<file path="config.mk">
export PLATFORM = sky130hd
export DESIGN_NAME = parking_gate_arbiter
export DESIGN_NICKNAME = d
export VERILOG_FILES = /design/src/rtl/parking_gate_arbiter.sv
export SDC_FILE = /design/constraint.sdc
export NUM_CORES = 1
export LEC_CHECK = 0
export BUFFER_PORTS_ARGS = -buffer_cell sky130_fd_sc_hd__buf_2
export CAP_MARGIN = 10
export CORE_MARGIN = 3
export CORE_UTILIZATION = 54
export CTS_CLUSTER_SIZE = 16
export DETAILED_ROUTE_END_ITERATION = 8
export GPL_TIMING_DRIVEN = 1
export HOLD_SLACK_MARGIN = 0.1
export PLACE_DENSITY_LB_ADDON = 0.2
export SYNTH_ARGS = -nofsm -noshare
export SYNTH_HDL_FRONTEND = slang
export SYNTH_SLANG_ARGS = --single-unit
</file>
<file path="constraint.sdc">
create_clock -name clk -period 2.6 [get_ports clk]
set_input_delay 0.39 -clock clk [delete_from_list [all_inputs] [get_ports clk]]
set_output_delay 0.39 -clock clk [all_outputs]
set_load 0.01 [all_outputs]
</file>
<file path="src/rtl/parking_gate_arbiter.sv">
// parking_gate_arbiter: one barrier actuator shared by the entry and exit
// lanes. It grants the gate to one lane at a time, sequences the barrier
// through open / wait-for-pass / close, and tracks lot occupancy.
// Optional feature macro: PARK_CLOSE_TIMEOUT_EN adds a close timeout that
// latches into a FAULT state; only rst clears it.
module parking_gate_arbiter #(
  parameter int CAPACITY      = 16,
  parameter int CNT_W         = 5,
  parameter int PASS_TIMEOUT  = 64,
  parameter int CLOSE_TIMEOUT = 32,
  parameter int TMR_W         = 8
) (
  input  logic             clk,
  input  logic             rst,
  input  logic             entry_req,
  input  logic             exit_req,
  input  logic             entry_pass,
  input  logic             exit_pass,
  input  logic             gate_closed,
  output logic             entry_gnt,
  output logic             exit_gnt,
  output logic             gate_open_cmd,
  output logic             gate_close_cmd,
  output logic [CNT_W-1:0] occupancy,
  output logic             lot_full,
  output logic             timeout_alarm,
  output logic             gate_fault
);

  // Parameter sanity: these empty blocks only show up in the elaborated
  // hierarchy when a counter is too narrow for its limit.
  localparam int TMR_NEED = (PASS_TIMEOUT > CLOSE_TIMEOUT) ? PASS_TIMEOUT : CLOSE_TIMEOUT;
  if ((1 << TMR_W) < TMR_NEED) begin : g_tmr_w_too_small
  end
  if ((1 << CNT_W) <= CAPACITY) begin : g_cnt_w_too_small
  end

  localparam logic [TMR_W-1:0] PASS_LAST = TMR_W'(PASS_TIMEOUT - 1);
  localparam logic [CNT_W-1:0] CAP_VAL   = CNT_W'(CAPACITY);

`ifdef PARK_CLOSE_TIMEOUT_EN
  localparam logic [TMR_W-1:0] CLOSE_LAST = TMR_W'(CLOSE_TIMEOUT - 1);
  typedef enum logic [1:0] {S_IDLE, S_PASS, S_CLOSE, S_FAULT} state_t;
`else
  typedef enum logic [1:0] {S_IDLE, S_PASS, S_CLOSE} state_t;
`endif

  state_t           state_reg, state_next;
  logic [TMR_W-1:0] timer_reg, timer_next;
  logic [CNT_W-1:0] occupancy_reg, occupancy_next;
  logic             favour_exit_reg, favour_exit_next;
  logic             entry_gnt_reg, entry_gnt_next;
  logic             exit_gnt_reg, exit_gnt_next;
  logic             open_reg, open_next;
  logic             close_reg, close_next;
  logic             alarm_reg, alarm_next;

  logic elig_entry, elig_exit, any_elig, pick_exit;
  logic pass_seen, pass_expired;

  // A full lot leaves the entry request pending rather than rejecting it.
  assign lot_full     = (occupancy_reg >= CAP_VAL);
  assign elig_entry   = entry_req & ~lot_full;
  assign elig_exit    = exit_req;
  assign any_elig     = elig_entry | elig_exit;
  assign pick_exit    = elig_exit & (~elig_entry | favour_exit_reg);
  // Only the granted lane's sensor counts; the other lane's is ignored.
  assign pass_seen    = (entry_gnt_reg & entry_pass) | (exit_gnt_reg & exit_pass);
  assign pass_expired = (timer_reg == PASS_LAST);

`ifdef PARK_CLOSE_TIMEOUT_EN
  logic fault_reg, fault_next;
  logic close_expired;
  assign close_expired = (timer_reg == CLOSE_LAST);
  assign gate_fault    = fault_reg;
`else
  assign gate_fault    = 1'b0;
`endif

  // State and output registers; reset parks everything and favours exit.
  always_ff @(posedge clk) begin
    if (rst) begin
      state_reg       <= S_IDLE;
      timer_reg       <= '0;
      occupancy_reg   <= '0;
      favour_exit_reg <= 1'b1;
      entry_gnt_reg   <= 1'b0;
      exit_gnt_reg    <= 1'b0;
      open_reg        <= 1'b0;
      close_reg       <= 1'b0;
      alarm_reg       <= 1'b0;
`ifdef PARK_CLOSE_TIMEOUT_EN
      fault_reg       <= 1'b0;
`endif
    end else begin
      state_reg       <= state_next;
      timer_reg       <= timer_next;
      occupancy_reg   <= occupancy_next;
      favour_exit_reg <= favour_exit_next;
      entry_gnt_reg   <= entry_gnt_next;
      exit_gnt_reg    <= exit_gnt_next;
      open_reg        <= open_next;
      close_reg       <= close_next;
      alarm_reg       <= alarm_next;
`ifdef PARK_CLOSE_TIMEOUT_EN
      fault_reg       <= fault_next;
`endif
    end
  end

  // Next-state selection for the gate sequence.
  always_comb begin
    state_next = state_reg;
    case (state_reg)
      S_IDLE:  if (any_elig) state_next = S_PASS;
      S_PASS:  if (pass_seen || pass_expired) state_next = S_CLOSE;
      S_CLOSE: begin
        if (gate_closed) state_next = S_IDLE;
`ifdef PARK_CLOSE_TIMEOUT_EN
        else if (close_expired) state_next = S_FAULT;
`endif
      end
`ifdef PARK_CLOSE_TIMEOUT_EN
      S_FAULT: state_next = S_FAULT;
`endif
      default: state_next = S_IDLE;
    endcase
  end

  // Next values of the registered outputs, timer, occupancy and pointer.
  always_comb begin
    entry_gnt_next   = entry_gnt_reg;
    exit_gnt_next    = exit_gnt_reg;
    open_next        = open_reg;
    close_next       = close_reg;
    alarm_next       = 1'b0;
    timer_next       = timer_reg;
    occupancy_next   = occupancy_reg;
    favour_exit_next = favour_exit_reg;
`ifdef PARK_CLOSE_TIMEOUT_EN
    fault_next       = fault_reg;
`endif
    case (state_reg)
      S_IDLE: begin
        entry_gnt_next = 1'b0;
        exit_gnt_next  = 1'b0;
        open_next      = 1'b0;
        close_next     = 1'b0;
        timer_next     = '0;
        if (any_elig) begin
          exit_gnt_next  = pick_exit;
          entry_gnt_next = ~pick_exit;
          open_next      = 1'b1;
        end
      end
      S_PASS: begin
        timer_next = timer_reg + 1'b1;
        if (pass_seen) begin
          // Saturate both ways; an exit at zero is sensor drift.
          if (entry_gnt_reg && occupancy_reg < CAP_VAL)
            occupancy_next = occupancy_reg + 1'b1;
          else if (exit_gnt_reg && occupancy_reg != '0)
            occupancy_next = occupancy_reg - 1'b1;
          open_next  = 1'b0;
          close_next = 1'b1;
          timer_next = '0;
        end else if (pass_expired) begin
          alarm_next = 1'b1;
          open_next  = 1'b0;
          close_next = 1'b1;
          timer_next = '0;
        end
      end
      S_CLOSE: begin
`ifdef PARK_CLOSE_TIMEOUT_EN
        timer_next = timer_reg + 1'b1;
`endif
        if (gate_closed) begin
          close_next       = 1'b0;
          entry_gnt_next   = 1'b0;
          exit_gnt_next    = 1'b0;
          timer_next       = '0;
          favour_exit_next = entry_gnt_reg;
        end
`ifdef PARK_CLOSE_TIMEOUT_EN
        else if (close_expired) begin
          fault_next     = 1'b1;
          close_next     = 1'b1;
          entry_gnt_next = 1'b0;
          exit_gnt_next  = 1'b0;
        end
`endif
      end
      default: ;
    endcase
  end

  assign entry_gnt      = entry_gnt_reg;
  assign exit_gnt       = exit_gnt_reg;
  assign gate_open_cmd  = open_reg;
  assign gate_close_cmd = close_reg;
  assign occupancy      = occupancy_reg;
  assign timeout_alarm  = alarm_reg;

endmodule

</file>
======== Yosys cells after proc, flatten, opt, wreduce, memory -nomap -nowiden ========
Index checks and enable logic that the tools add are counted.
W data, S select, Z words.
storage, ports and cells
  register bits ........................... 21
  input port bits ......................... 7
  output and inout port bits .............. 12
  logic and storage cells ................. 72
operators by class
  add/subtract/negate cells ............... 3
  order comparisons ....................... 2
  eq/ne operators ......................... 7
  mux-type cells .......................... 23
  bitwise logic cells ..................... 11
  reduce and logical (&&, ||, !) cells .... 17
operator list
  kind                   count
  $mux W8                3
  $pmux W8 S3            1
  $mux W5                2
  $mux W1                9
  $reduce_and A3 Y1      3
  $add A8 B1 Y8 const B  1
  $eq A8 B6 Y1 const B   1
  $reduce_and A2 Y1      4
  $mux W2                3
  $ne A2 B2 Y1 const B   3
  $pmux W1 S2            3
  $pmux W2 S3            1
  $reduce_bool A2 Y1     3
  $add A5 B1 Y5 const B  1
  $ge A5 B5 Y1 const B   1
  $lt A5 B5 Y1 const B   1
  $reduce_bool A5 Y1     1
  $sub A5 B1 Y5 const B  1
  $and A1 B1 Y1          4
  $not A1 Y1             4
  $ne A3 B3 Y1 const B   1
  $or A1 B1 Y1           3
  $pmux W1 S3            1
  $reduce_bool A3 Y1     1
  6 further kinds        7

======== Logic depth before layout (Yosys ltp) ========
Gate-level depths: netlist (run 1).
  word-level depth ........................ 9
  gate-level depth with buffers ........... 7
  depth with buffers taken out ............ 7

======== Worst setup path before layout (run 1) ========
OpenSTA, ideal clock, no wires.
  path kind ............................... reg-to-reg
  start ................................... reg entry_gnt_reg, in the netlist entry_gnt
  end ..................................... reg occupancy_reg[4], in the netlist occupancy[4]
  setup time .............................. 0.117 ns
  data arrival time ....................... 2.068 ns
  data required time ...................... 2.483 ns
  slack ................................... 0.414 ns
  cell stages (with the launch flop) ...... 8
  buffers on the path ..................... 0
  period minus slack after synthesis ...... 2.186 ns
  path through ............................ dfxtp_1 > and2b_2 > inv_1 > fa_1 > a21o_1 > a21oi_1 > mux2_2 > a32o_1
between the ends
  longest elaborated chain between the ends .. 3
  elaborated cells on any way between the ends .. 6
  those cells by class .................... 1 x mux; 2 x bitwise; 3 x reduce/logical
ends and longest elaborated chain
  item                                                         RTL line  RTL
  from (decl)                                                  52        logic entry_gnt_reg, entry_gnt_next;
  from (signal assigned)                                       100       entry_gnt_reg <= entry_gnt_next;
  $and A1 B1 Y1 / $logic_and A1 B1 Y1 (equally long branches)  68, 160
  $or A1 B1 Y1 / $reduce_bool A2 Y1 (equally long branches)    -
  $reduce_and A3 Y1 (no source line)                           -
  to (signal assigned)                                         98        occupancy_reg <= occupancy_next;
  to (decl)                                                    50        logic [CNT_W-1:0] occupancy_reg, occupancy_next;
Several ways; a longest one is shown, not always the timed one.
A chain may end at the register's enable or synchronous reset.

======== Worst setup path after layout (run 1) ========
Same ends and word-level chain as after synthesis.

==> results.yml, run 1 <==
floorplan:
  die_area_sq_um: 2758
  rows: 16
  dieWidth_um: 52.52
  core_area_sq_um: 2002
  initial_core_util_pct: 58.38
  die_h_um: 52.52
  ios: 19
clock_network:
  cts_tree: "yes"
  cts_hold_buf: 0
  worstSkewPairLatency_ns: 0.31
  h-tree-depth: 1
  cts_setup_buffers: 0
  cts_resized: 0
  cts_sinks: 21
  cts_max_path_buffers: 2
  clk_pin_slew_ns: 0.11
  cts-root-buf: "clkbuf_4"
  cts_inserted_buffers: 3
placed_design:
  preCtsSetupSlack_ns: 0.3142
  gp_congestion: 0.8570
  portBuffers: 17
  dpl-instance-area_sq_um: 1269
  place_inst: 169
  dp_hpwl_mm: 1.843
synthesis:
  seq_area_frac_synth_pct: 35.97
  synth_edf_count: 0
  synth-simple-area-share_pct: 21.84
  syn_area_sq_um: 1169
  yosys_warnings: 0
  synth_fa_ha_area_share_pct: 5.996
  synthDistinctLibCells: 45
  async_flop_share_pct: 0
  synth_compound_area_share_pct: 25.27
  syn-instance-count: 129
  synth_xor_area_share_pct: 5.246
  ys_ff_latch: 21
  synth_ff_type: "dfxtp_1"
  synth_top_family_by_area: "compound AO/OA/AOI/OAI gates"
  muxShareOfSynthArea_pct: 1.820
  syn-num-nets: 141
  synth.avg_cell_area_sq_um: 9.059
setup_path:
  crit_path_end_kind: "flop"
  critPathKind: "flop to flop"
  reg2reg_slack_ns: 0.29
  ff2ff_path_depth: 7
  critical_path.max_fanout: 8
  arrival_ns: 2.52
  path_buf_inv: 1
  critPathTopFamily: "compound AO/OA/AOI/OAI gates"
  cp-start-kind: "flop"
  max_stage_delay_ns: 0.46
  worstReg2RegStart: "entry_gnt$_SDFFE_PP0P_"
  slowest_stage: "dfxtp_1"
  crit_chain: "and2b_2, inv_1, fa_1, a21o_1, a21oi_1, mux2_2, a32o_1"
  critPathRequiredTime_ns: 2.81
  r2r-end: "occupancy[4]$_SDFFE_PP0P_"
final_layout:
  layout-drive-gt1-share_pct: 23.97
  fin_cells: 173
  fillers: 188
  fin_area_sq_um: 1296
  nets: 159
  largest_reg_flops: 8
  diodes: 0
  area_growth_pct: 10.92
sta:
  timing.final.ws_setup_ns: 0.2919
  hold_viol: 0
  setup_tns_ns: 0
  rsz0062_at_grt: "false"
  setup_viol_count_final: 0
  period_minus_slack_ns: 2.308
  finalCritPeriodShare_pct: 88.77
  finalMaxSlewViolations: 0
  timing.fmax_mhz: 433.3
  fin_skew_ns: 0.003074
  hold-worst-slack_ns: 0.3709
min_path:
  hold_class: "input port to flop"
  min_delay_path_depth: 3
  min-delay-start: "exit_req"
  holdPathEnd: "exit_gnt$_SDFFE_PP0P_"
outcome:
  outcome: "finished, final reports clean"
global_routing:
  grt_pass1_wl_mm: 4.133
  grt_use_total_pct: 20.32
  antenna_found_initial: 0
  grt_max_degree: 16
  overflow: 0
  grt_pass1_vias: 912
detailed_routing:
  avgRoutedWirePerCell_um: 14.28
  drtIter0Drc: 14
  vias: 1013
  via_per_inst: 5.855
  first_pass_iters: 4
  drc: 0
  routed_wl_mm: 2.470
  antenna_left: 0
power_and_ir_drop:
  ir_worst_vdd_mv: 0.3237
  p_per_area_nw_per_um2: 486.8
  p_leak_nw: 0.5141
flow_run:
  drv_cap: 0
-- metal layers --
layer | GRT usage (%) | vias to the layer above | share of wire (%)
met2 | 33.88 | 24 | 47
met5 | 0 | - | 0
met3 | 3.419 | 5 | 3.8
met4 | 8.936 | 0 | 1.7
met1 | 25.39 | 479 | 48
li1 | - | 505 | -
-- worst max-delay path by stage --
stage | start | end | slack (ns) | cells after the start
6_report | entry_gnt$_SDFFE_PP0P_ | occupancy[4]$_SDFFE_PP0P_ | 0.29 | 7
5_1_grt | entry_gnt$_SDFFE_PP0P_ | occupancy[4]$_SDFFE_PP0P_ | 0.15 | 7
4_1_cts | entry_gnt$_SDFFE_PP0P_ | occupancy[4]$_SDFFE_PP0P_ | 0.30 | 7
3_5_place_dp | entry_gnt$_SDFFE_PP0P_ | occupancy[4]$_SDFFE_PP0P_ | 0.31 | 7
3_3_place_gp | entry_gnt$_SDFFE_PP0P_ | occupancy[4]$_SDFFE_PP0P_ | 0.40 | 7
2_1_floorplan | entry_gnt$_SDFFE_PP0P_ | occupancy[4]$_SDFFE_PP0P_ | 0.41 | 7
-- where the power goes --
group | total (mW) | internal [mW] | switching [mW] | leakage [nW]
logic | 0.115 | 0.0503 | 0.0651 | 0.326
registers | 0.357 | 0.335 | 0.0223 | 0.170
clock network | 0.159 | 0.0575 | 0.101 | 0.0177
total | 0.631 | 0.443 | 0.188 | 0.514
-- worst min-delay path: cells and delay by family --
family	cells	cell delay (ns)
AOI/OAI and AO/OA	2	0.14
buffers and inverters	1	0.11
-- placed cells by master (no fill, tap or decap), types with 2 or more instances in the layout --
cell	Yosys	layout
dfxtp_1	21	21
buf_2	0	17
nor2_1	14	14
a21oi_1	11	11
nand2_1	7	7
inv_1	6	6
xnor2_1	6	6
nand3_1	4	4
o31ai_1	4	4
ha_1	4	4
nand2b_4	3	3
a211oi_1	3	3
o211ai_1	3	3
clkbuf_4	0	3
or2_2	2	2
a22oi_1	2	2
or3_1	2	2
a21o_1	2	2
nand2b_1	2	2
nand3b_1	2	2
nor4_1	2	2
a21o_2	2	2
-- synth_stat cells (2+ instances only) --
cell	count	area, sq um
nand2b_1	2	12.51
a22oi_1	2	15.01
o31ai_1	4	30.03
or3_1	2	12.51
nor4_1	2	12.51
xnor2_1	6	52.55
a21o_1	2	15.01
ha_1	4	50.05
nand3_1	4	20.02
a211oi_1	3	22.52
nand2_1	7	26.28
dfxtp_1	21	420.4
nand3b_1	2	15.01
o211ai_1	3	22.52
inv_1	6	22.52
or2_2	2	12.51
nand2b_4	3	41.29
a21o_2	2	17.52
clkbuf_1	3	11.26
a21oi_1	11	55.05
nor2_1	14	52.55
-- layout make-up --
cell class,count,area [sq um],share of cell area [%]
inverter,6,22.52,1.737
timing repair buffer,17,85.08,6.564
multi-input combinational,98,706.9,54.54
sequential,21,420.4,32.43
clock buffer,3,22.52,1.737
clock inverter,1,5.005,0.3861
tap,27,33.78,2.606
-- cells by family after synthesis --
group | after synthesis
compound gates | 40
xor+xnor | 7
fa+ha+maj | 5
buf+inv | 10
flops | 21
mux | 2
other cells | 1
simple gates | 43
-- through the flow --
| stage | util [%] | power, mW |
|---|---|---|
| after floorplan | - | 0.4472 |
| after global placement | 63.38 | 0.4741 |
| after detailed placement | 63.38 | 0.4780 |
| after CTS | 64.75 | 0.6380 |
| after global routing | 64.75 | 0.6702 |
| final | 64.75 | 0.6310 |
No activity file was read; power rests on OpenSTA's default activity.
==> inputs of run 2 (changes only) <==
--- a/config.mk
+++ b/config.mk
@@ -8,7 +8,7 @@
 export BUFFER_PORTS_ARGS = -buffer_cell sky130_fd_sc_hd__buf_2
 export CAP_MARGIN = 10
 export CORE_MARGIN = 3
-export CORE_UTILIZATION = 54
+export CORE_UTILIZATION = 50
 export CTS_CLUSTER_SIZE = 16
 export DETAILED_ROUTE_END_ITERATION = 8
 export GPL_TIMING_DRIVEN = 1
==> results.yml, run 2 (synthesis results as in run 1) <==
outcome:
  outcome: "finished, final reports clean"
clock_network:
  h-tree-depth: 1
  cts_tree: "yes"
  cts_resized: 0
  worstSkewPairLatency_ns: 0.30
  cts_sinks: 21
  cts_setup_buffers: 0
  cts_hold_buf: 0
  cts_max_path_buffers: 2
  clk_pin_slew_ns: 0.12
  cts_inserted_buffers: 3
  cts-root-buf: "clkbuf_4"
setup_path:
  ff2ff_path_depth: 7
  critPathRequiredTime_ns: 2.81
  arrival_ns: 2.51
  critical_path.max_fanout: 8
  cp-start-kind: "flop"
  critPathKind: "flop to flop"
  crit_path_end_kind: "flop"
sta:
  fin_skew_ns: 0.007821
  finalCritPeriodShare_pct: 88.30
  finalMaxSlewViolations: 0
  setup_viol_count_final: 0
  setup_tns_ns: 0
  timing.fmax_mhz: 435.6
  period_minus_slack_ns: 2.296
  hold-worst-slack_ns: 0.3708
  hold_viol: 0
  rsz0062_at_grt: "false"
floorplan:
  rows: 16
  ios: 19
  die_h_um: 54.35
  die_area_sq_um: 2953
  initial_core_util_pct: 56.13
  dieWidth_um: 54.35
  core_area_sq_um: 2082
global_routing:
  grt_pass1_wl_mm: 3.981
  grt_use_total_pct: 18.74
  grt_pass1_vias: 909
  antenna_found_initial: 0
  grt_max_degree: 16
  overflow: 0
final_layout:
  diodes: 0
  final_cell_mix: "dfxtp_1, buf_2, nor2_1"
  fin_cells: 173
  nets: 159
  fillers: 207
  layout-drive-gt1-share_pct: 23.97
  largest_reg_flops: 8
  area_growth_pct: 10.92
  final_common_cell: "dfxtp_1"
  fin_area_sq_um: 1296
detailed_routing:
  routed_wl_mm: 2.386
  route.met3.wl_um: 94
  drt-met1-wl_mm: 1.109
  antenna_left: 0
  first_pass_iters: 4
  route.met2.wl_mm: 1.143
  drc: 0
  avgRoutedWirePerCell_um: 13.79
  drtIter0Drc: 17
  dr.max_layer_used: "met4"
  vias: 991
  via_per_inst: 5.728
power_and_ir_drop:
  p_leak_nw: 0.5141
  p_per_area_nw_per_um2: 484.7
  power_uw: 628.3
  ir_worst_vdd_mv: 0.3653
placed_design:
  portBuffers: 17
  dp_hpwl_mm: 1.845
  place_inst: 169
  dpl-instance-area_sq_um: 1269
  gp_congestion: 0.8664
min_path:
  min_delay_path_depth: 3
  hold_class: "input port to flop"
flow_run:
  drv_cap: 0
## run 2: cell counts in the layout (fill, tap and decap cells not counted)
No cell type changed its count.
## run 2: routing by layer
layer  global-route usage [%]  vias up
met5                        0        -
met4                    7.469        0
met3                    2.997        4
met2                    31.87       18
met1                    23.41      460
li1                         -      509
## run 2: worst paths after layout
check / startpoint / end / slack, ns
hold / removal: exit_req / exit_gnt$_SDFFE_PP0P_ / 0.37
setup reg to reg: entry_gnt$_SDFFE_PP0P_ / occupancy[4]$_SDFFE_PP0P_ / 0.30
hold reg to reg: gate_close_cmd$_SDFFE_PP0P_ / gate_close_cmd$_SDFFE_PP0P_ / 0.47
setup / recovery: entry_gnt$_SDFFE_PP0P_ / occupancy[4]$_SDFFE_PP0P_ / 0.30
## run 2: layout make-up
type / instances / area (sq um) / area share (%)
clock buffer: 3 / 22.52 / 1.737
clock inverter: 1 / 5.005 / 0.3861
inverter: 6 / 22.52 / 1.737
multi-input combinational: 98 / 706.9 / 54.54
sequential: 21 / 420.4 / 32.43
tap: 27 / 33.78 / 2.606
timing repair buffer: 17 / 85.08 / 6.564
## run 2: critical path, cell delays in order, from the launching register on
cell and delay, ns:
dfxtp_1 0.46, and2b_2 0.27, inv_1 0.13, fa_1 0.42, a21o_1 0.19, a21oi_1 0.19
mux2_2 0.36, a32o_1 0.19
## run 2: report_power, final
part | switching [mW] | internal (mW) | total (mW)
Sequential | 0.0219 | 0.335 | 0.357
Clock | 0.0985 | 0.0573 | 0.156
Combinational | 0.0656 | 0.0503 | 0.116
## run 2: stage by stage
stage	setup WS (ns)	util [%]
CTS	0.3098	62.26
finish	0.3041	62.26
detailed placement	0.3330	60.94
global placement	0.4063	60.94
global route	0.1755	62.26
floorplan	0.4142	-
==> inputs of run 3 (changes only) <==
--- a/config.mk
+++ b/config.mk
@@ -13,7 +13,7 @@
 export DETAILED_ROUTE_END_ITERATION = 8
 export GPL_TIMING_DRIVEN = 1
 export HOLD_SLACK_MARGIN = 0.1
-export PLACE_DENSITY_LB_ADDON = 0.2
+export PLACE_DENSITY_LB_ADDON = 0.1
 export SYNTH_ARGS = -nofsm -noshare
 export SYNTH_HDL_FRONTEND = slang
 export SYNTH_SLANG_ARGS = --single-unit
==> results.yml, run 3 (synthesis results as in run 1) <==
setup_path:
  arrival_ns: 2.51
  max_stage_delay_ns: 0.47
  critPathKind: "flop to flop"
  slowest_stage: "dfxtp_1"
  critPathRequiredTime_ns: 2.81
  critPathTopFamily: "compound AO/OA/AOI/OAI gates"
  cp-start-kind: "flop"
  crit_path_end_kind: "flop"
  crit_chain: "and2b_2, inv_1, fa_1, a21o_1, a21oi_1, mux2_2, a32o_1"
  critical_path.max_fanout: 8
  path_buf_inv: 1
clock_network:
  cts_inserted_buffers: 3
  cts_tree: "yes"
  cts_max_path_buffers: 2
  clk_pin_slew_ns: 0.12
  cts_sinks: 21
  cts-root-buf: "clkbuf_4"
  worstSkewPairLatency_ns: 0.30
  cts_setup_buffers: 0
  cts_resized: 0
  cts_hold_buf: 0
  h-tree-depth: 1
detailed_routing:
  routed_wl_mm: 2.267
  drtIter0Drc: 19
  avgRoutedWirePerCell_um: 13.10
  antenna_left: 0
  drc: 0
  vias: 996
  via_per_inst: 5.757
  first_pass_iters: 4
floorplan:
  die_h_um: 54.35
  core_area_sq_um: 2082
  ios: 19
  initial_core_util_pct: 56.13
  rows: 16
  die_area_sq_um: 2953
  dieWidth_um: 54.35
outcome:
  outcome: "finished, final reports clean"
final_layout:
  area_growth_pct: 10.92
  multiInputGateArea_sq_um: 706.9
  regArea_sq_um: 420.4
  fin_cells: 173
  largest_reg_flops: 8
  fin_util_pct: 62.26
  fillers: 195
  diodes: 0
  final_cell_mix: "dfxtp_1, buf_2, nor2_1"
  fin_area_sq_um: 1296
  nets: 159
  final_common_cell: "dfxtp_1"
  layout-drive-gt1-share_pct: 23.97
placed_design:
  dp_hpwl_mm: 1.745
  dpl-instance-area_sq_um: 1269
  place_inst: 169
  gp_congestion: 0.7876
  portBuffers: 17
min_path:
  hold_class: "input port to flop"
global_routing:
  grt_max_degree: 16
  grt_pass1_vias: 878
  grt_pass1_wl_mm: 3.891
  overflow: 0
  antenna_found_initial: 0
  grt_use_total_pct: 17.86
flow_run:
  drv_cap: 0
power_and_ir_drop:
  p_leak_nw: 0.5141
  p_per_area_nw_per_um2: 485.0
  ir_worst_vdd_mv: 0.2983
sta:
  hold-worst-slack_ns: 0.3687
  period_minus_slack_ns: 2.296
  timing.fmax_mhz: 435.5
  rsz0062_at_grt: "false"
  finalCritPeriodShare_pct: 88.32
  fin_skew_ns: 0.005671
  setup_tns_ns: 0
  setup_viol_count_final: 0
  hold_viol: 0
  finalMaxSlewViolations: 0
## run 3: cell counts in the layout (fill, tap and decap cells not counted)
Identical to the previous run, type by type.
## run 3: stage by stage
stage	setup slack [ns]	power (mW)
CTS	0.2930	0.6338
floorplan	0.4142	0.4472
finish	0.3037	0.6286
detailed placement	0.3156	0.4788
global route	0.1855	0.6642
global placement	0.3966	0.4752
## run 3: worst register-to-register path, stage by stage (launching register included)
cell and delay, ns:
dfxtp_1 0.47, and2b_2 0.26, inv_1 0.12, fa_1 0.42, a21o_1 0.20, a21oi_1 0.20, mux2_2 0.35, a32o_1 0.19
## run 3: metal layers
layer	vias up	track usage, %	part of all wire (%)
met1	462	24.00	50
met2	18	29.08	46
met3	2	2.452	3.7
met4	0	6.224	0.44
li1	514	-	-
met5	-	0	0
## run 3: final cells by class
cell class                      instances  area share, %
Inverter                                6          1.737
Timing Repair Buffer                   17          6.564
Clock buffer                            3          1.737
Tap cell                               27          2.606
Sequential cell                        21          32.43
Clock inverter                          1         0.3861
Multi-Input combinational cell         98          54.54
## run 3: worst paths after layout
path | to | startpoint | cells past startpoint | slack (ns)
hold reg to reg | gate_close_cmd$_SDFFE_PP0P_ | gate_close_cmd$_SDFFE_PP0P_ | 2 | 0.47
setup / recovery | occupancy[4]$_SDFFE_PP0P_ | entry_gnt$_SDFFE_PP0P_ | 7 | 0.30
hold / removal | exit_gnt$_SDFFE_PP0P_ | exit_req | 3 | 0.37
setup reg to reg | occupancy[4]$_SDFFE_PP0P_ | entry_gnt$_SDFFE_PP0P_ | 7 | 0.30
## run 3: power by group
part | internal (mW) | switching (mW)
Combinational | 0.0504 | 0.0639
Sequential | 0.335 | 0.0216
Clock | 0.0573 | 0.101
Total | 0.442 | 0.186
